**config.mk**
```make
export PLATFORM = sky130hd
export DESIGN_NAME = srcmux_pipe
export DESIGN_NICKNAME = d
export VERILOG_FILES = /design/src/rtl/srcmux_pipe.sv
export SDC_FILE = /design/constraint.sdc
export NUM_CORES = 1
export LEC_CHECK = 0
export CAP_MARGIN = 40
export CORE_ASPECT_RATIO = 0.8
export CORE_UTILIZATION = 43
export CTS_CLUSTER_DIAMETER = 50
export CTS_CLUSTER_SIZE = 10
export DETAILED_ROUTE_END_ITERATION = 12
export PLACE_DENSITY = 0.77
export SLEW_MARGIN = 20
export SYNTH_ARGS = -nofsm -noshare
export SYNTH_HDL_FRONTEND = slang
export SYNTH_SLANG_ARGS = --single-unit
```
**constraint.sdc**
```tcl
create_clock -name clk -period 3.23 [get_ports clk]
set_input_delay 0.4845 -clock clk [delete_from_list [all_inputs] [get_ports clk]]
set_output_delay 0.4845 -clock clk [all_outputs]
set_load 0.005 [all_outputs]
```
**src/rtl/srcmux_pipe.sv**
```systemverilog
// Indexed operand-source select feeding a 2-entry valid/ready skid buffer.
// Optional `SRCMUX_ERR_CNT_EN adds a saturating out-of-range select counter (err_cnt).
module srcmux_pipe #(
    parameter int WIDTH   = 16,
    parameter int NUM_SRC = 4,
    parameter int SEL_W   = 2
) (
    input  logic                     clk,
    input  logic                     rst_n,
    input  logic [WIDTH*NUM_SRC-1:0] src_bus,
    input  logic [SEL_W-1:0]         sel,
    input  logic                     in_valid,
    output logic                     in_ready,
    output logic [WIDTH-1:0]         out_data,
    output logic                     out_err,
    output logic                     out_valid,
`ifdef SRCMUX_ERR_CNT_EN
    output logic [7:0]               err_cnt,
`endif
    input  logic                     out_ready
);

    typedef enum logic [1:0] {EMPTY, ONE, TWO} state_t;

    state_t           state, state_next;
    logic             accept, pop;
    logic [WIDTH-1:0] word;
    logic             word_err;
    logic [WIDTH-1:0] head_data, tail_data;
    logic             head_err, tail_err;

    assign accept = in_valid & in_ready;
    assign pop    = out_valid & out_ready;

    // NOTE: sequential state always uses non-blocking assignments so every flop samples pre-edge values.
    always_ff @(posedge clk or negedge rst_n) begin
        if (!rst_n) state <= EMPTY;
        else        state <= state_next;
    end

    always_comb begin
        // NOTE: default assignment first; any path that skipped it would infer a latch.
        state_next = state;
        case (state)
            EMPTY: if (accept) state_next = ONE;
            ONE: begin
                if (accept && !pop)      state_next = TWO;
                else if (!accept && pop) state_next = EMPTY;
            end
            TWO:     if (pop) state_next = ONE;
            default: state_next = EMPTY;
        endcase
    end

    // Handshake flags decode only the registered state, so out_ready never reaches in_ready.
    always_comb begin
        in_ready  = (state == EMPTY) || (state == ONE);
        out_valid = (state == ONE) || (state == TWO);
    end

    always_comb begin
        word     = '0;
        word_err = 1'b1;
        for (int k = 0; k < NUM_SRC; k++) begin
            if (sel == SEL_W'(k)) begin
                word     = src_bus[k*WIDTH +: WIDTH];
                word_err = 1'b0;
            end
        end
    end

    // NOTE: both buffer entries are reset so out_data reads 0 after reset rather than stale data.
    always_ff @(posedge clk or negedge rst_n) begin
        if (!rst_n) begin
            head_data <= '0;
            head_err  <= 1'b0;
            tail_data <= '0;
            tail_err  <= 1'b0;
        end else begin
            case (state)
                EMPTY: if (accept) begin
                    head_data <= word;
                    head_err  <= word_err;
                end
                ONE: begin
                    if (accept && pop) begin
                        head_data <= word;
                        head_err  <= word_err;
                    end else if (accept) begin
                        tail_data <= word;
                        tail_err  <= word_err;
                    end
                end
                TWO: if (pop) begin
                    head_data <= tail_data;
                    head_err  <= tail_err;
                end
                default: ;
            endcase
        end
    end

    assign out_data = head_data;
    assign out_err  = head_err;

`ifdef SRCMUX_ERR_CNT_EN
    always_ff @(posedge clk or negedge rst_n) begin
        if (!rst_n)                                   err_cnt <= 8'd0;
        else if (accept && word_err && err_cnt != 8'hFF) err_cnt <= err_cnt + 8'd1;
    end
`endif

endmodule

```
==> flow_summary.ini <==
[status]
status = completed

[clock_network]
ctsResizeCount = 0
cts.path.max_buffers = 2
htreeDepth = 2
clk_latency_ns = 0.29
cts_num_sinks = 36
clk_pin_slew_ns = 0.07
cts_buffers = 5
root_buffer = clkbuf_8
cts_tree = done

[critical_path]
worst_setup_path_start_kind = flop
critPathCaptureType = flop
required_ns = 3.40
worst-path-max-fanout = 18
worstPathArrival_ns = 2.79
r2r_end = tail_data[5]$_DFFE_PN0P_
path_class = reg2reg
rrSetupSlack_ns = 0.62
r2r_start = state[1]$_DFFE_PN0P_
reg2reg_depth = 7

[logic_synthesis]
ys_ff_latch = 36
syn_area_per_cell_um2 = 15.9
synth_nets = 212
yosys_warnings = 0
synthCells = 135
yosysSeqAreaShare_pct = 41.9
synth_area_um2 = 2150
yosysUniqueCellTypes = 22

[sta]
fin_tns_setup_ns = 0
rsz0062_at_grt = false
tightest_slew_ns = 0.798
finClkSkew_ns = 0.00674
fmax_mhz = 383
setup_viol = 0
post-route-min-period_ns = 2.61
maxSlewHeadroom_pct = 46.7
timing.hold.ws_ns = 0.497
fin_ws_ns = 0.618
slew_violations = 0
hold_viol_final = 0
period_share_pct = 80.9

[worst_hold_path]
worstHoldPathType = reg2reg
hold_start = tail_err$_DFFE_PN0P_
hold_path_end = tail_err$_DFFE_PN0P_
whs_path_depth = 1

[route]
routed.top_layer = met4
wirelength_um = 4940
drtAntennaViolNets = 0
dr.pass1.iters = 4
dr_wl_met3_um = 280
drc_errors = 0
vias = 1530
routedWlPerCell_um = 17.1
drt-met1-wl_um = 2000
drt_iter0_drc = 43
wl_met2_um = 2600
post_drt_via_cell_ratio = 5.29

[pwr]
p_per_area_nw_per_um2 = 724
finalPower_mw = 2.31
vdd_drop_max_mv = 0.364
p_leak_nw = 1.34

[finish]
antennaDiodeCount = 0
finalInstanceArea_um2 = 3190
nNetsFinal = 305
finalNonFillerCells = 289
final_util_pct = 67.7
layout-drive-gt1-share_pct = 31.9
area_delta_synth_final_pct = 48.2
fill_cells = 340

[global_route]
grt_antenna_before_repair = 0
globalRouteOverflowTotal = 0
grt_pass1_wl_um = 7620
grt_max_degree = 37
grt_pass1_vias = 1610
grt_usage_pct = 20.1

[placement]
dp_cells = 279
place_congestion = 0.707
port_buffers = 88
dp_hpwl_um = 3760
place_ws_ns = 0.607
placed_area_um2 = 3070

[floorplanning]
core_area_um2 = 4710
die-width_um = 81.1
floorplan.die.height_um = 65.3
start_util_pct = 45.7
fp-row-count = 22
die-area_um2 = 5290
io_pins = 89

[job]
maxCapViolCount = 0
[power by group]
| part | internal, mW | switching [mW] |
|---|---|---|
| clock network | 0.170 | 0.163 |
| logic | 0.775 | 0.401 |
| registers | 0.675 | 0.125 |
[cells in the mapped netlist]
library cell,number,area (µm²)
or3_1,1,6.26
inv_1,5,18.8
nor2_1,1,3.75
buf_6,2,22.5
a2111oi_4,1,27.5
buf_2,1,5.00
and2_1,2,12.5
dfrtp_1,36,901
mux2i_1,2,20.0
mux2_2,37,417
ha_1,7,87.6
o32ai_1,1,8.76
nand2_1,3,11.3
clkinv_1,1,3.75
a211oi_1,1,7.51
nor2b_1,2,12.5
mux4_2,10,225
buf_12,1,20.0
clkbuf_1,3,11.3
mux4_1,6,158
mux2_4,11,165
or2_2,1,6.26
[flip-flops by register name (all words and copies together) (netlist names)]
name       cells
state          2
tail_err       1
out_data      16
out_err        1
tail_data     16
[how the worst max path moves through the flow]
stage / from / end / slack (ns) / cells after the start
2_1_floorplan: state[1]$_DFFE_PN0P_ / out_data[0]$_DFFE_PN0P_ / 0.80 / 9
3_3_place_gp: in_valid / state[1]$_DFFE_PN0P_ / 0.69 / 6
3_5_place_dp: in_valid / state[1]$_DFFE_PN0P_ / 0.61 / 6
4_1_cts: state[1]$_DFFE_PN0P_ / state[1]$_DFFE_PN0P_ / 0.61 / 8
5_1_grt: state[1]$_DFFE_PN0P_ / state[1]$_DFFE_PN0P_ / 0.43 / 8
6_report: state[1]$_DFFE_PN0P_ / tail_data[5]$_DFFE_PN0P_ / 0.62 / 7
[layer usage]
metal,track usage [%],vias to the layer above
met2,36.1,51
met1,22.5,774
li1,-,698
met3,5.14,7
met4,7.81,0
met5,0,-
[area by class of cell]
type / instances / area, µm² / share of cell area, %
Timing Repair Buffer: 93 / 928 / 29.1
Clock buffer: 6 / 82.6 / 2.59
Inverter: 6 / 22.5 / 0.706
Clock inverter: 2 / 10.0 / 0.314
Tap cell: 60 / 75.1 / 2.35
Multi-Input combinational cell: 86 / 1170 / 36.7
Sequential cell: 36 / 901 / 28.3
[what timing repair did]
action,in CTS,in global routing
setup buffers,0,0
endpoints found under the setup margin,0,0
endpoints found under the hold margin,0,4
hold buffers,0,1
[cell usage in the layout, fill, tap and decap left out, drive strengths merged]
master / synthesis / final
and2: 2 / 2
nor2b: 2 / 2
or2: 1 / 1
clkdlybuf4s50: 0 / 87
a2111oi: 1 / 1
ha: 7 / 7
clkbuf: 3 / 6
mux2i: 2 / 2
mux4: 16 / 16
clkinv: 1 / 3
o32ai: 1 / 1
or3: 1 / 1
inv: 5 / 5
dfrtp: 36 / 36
mux2: 48 / 48
nor2: 1 / 1
buf: 4 / 5
nand2: 3 / 3
dlygate4sd3: 0 / 1
a211oi: 1 / 1
[worst max-delay path: stages (launching register included)]
cell and delay, ns:
dfrtp_1 0.42, inv_1 0.11, ha_1 0.27, or2_2 0.33
and2_1 0.19, ha_1 0.19, nand2_1 0.57, mux2_2 0.41
[kinds of logic after synthesis]
kind of cell | Yosys count | synth area share (%)
muxes | 66 | 45.8
DFF | 36 | 41.9
buffers and inverters | 13 | 3.78
AOI/OAI and AO/OA | 3 | 2.04
and+or+nand+nor | 10 | 2.44
adders and majority gates | 7 | 4.07
Note: power is estimated with default switching activity, not from simulation.
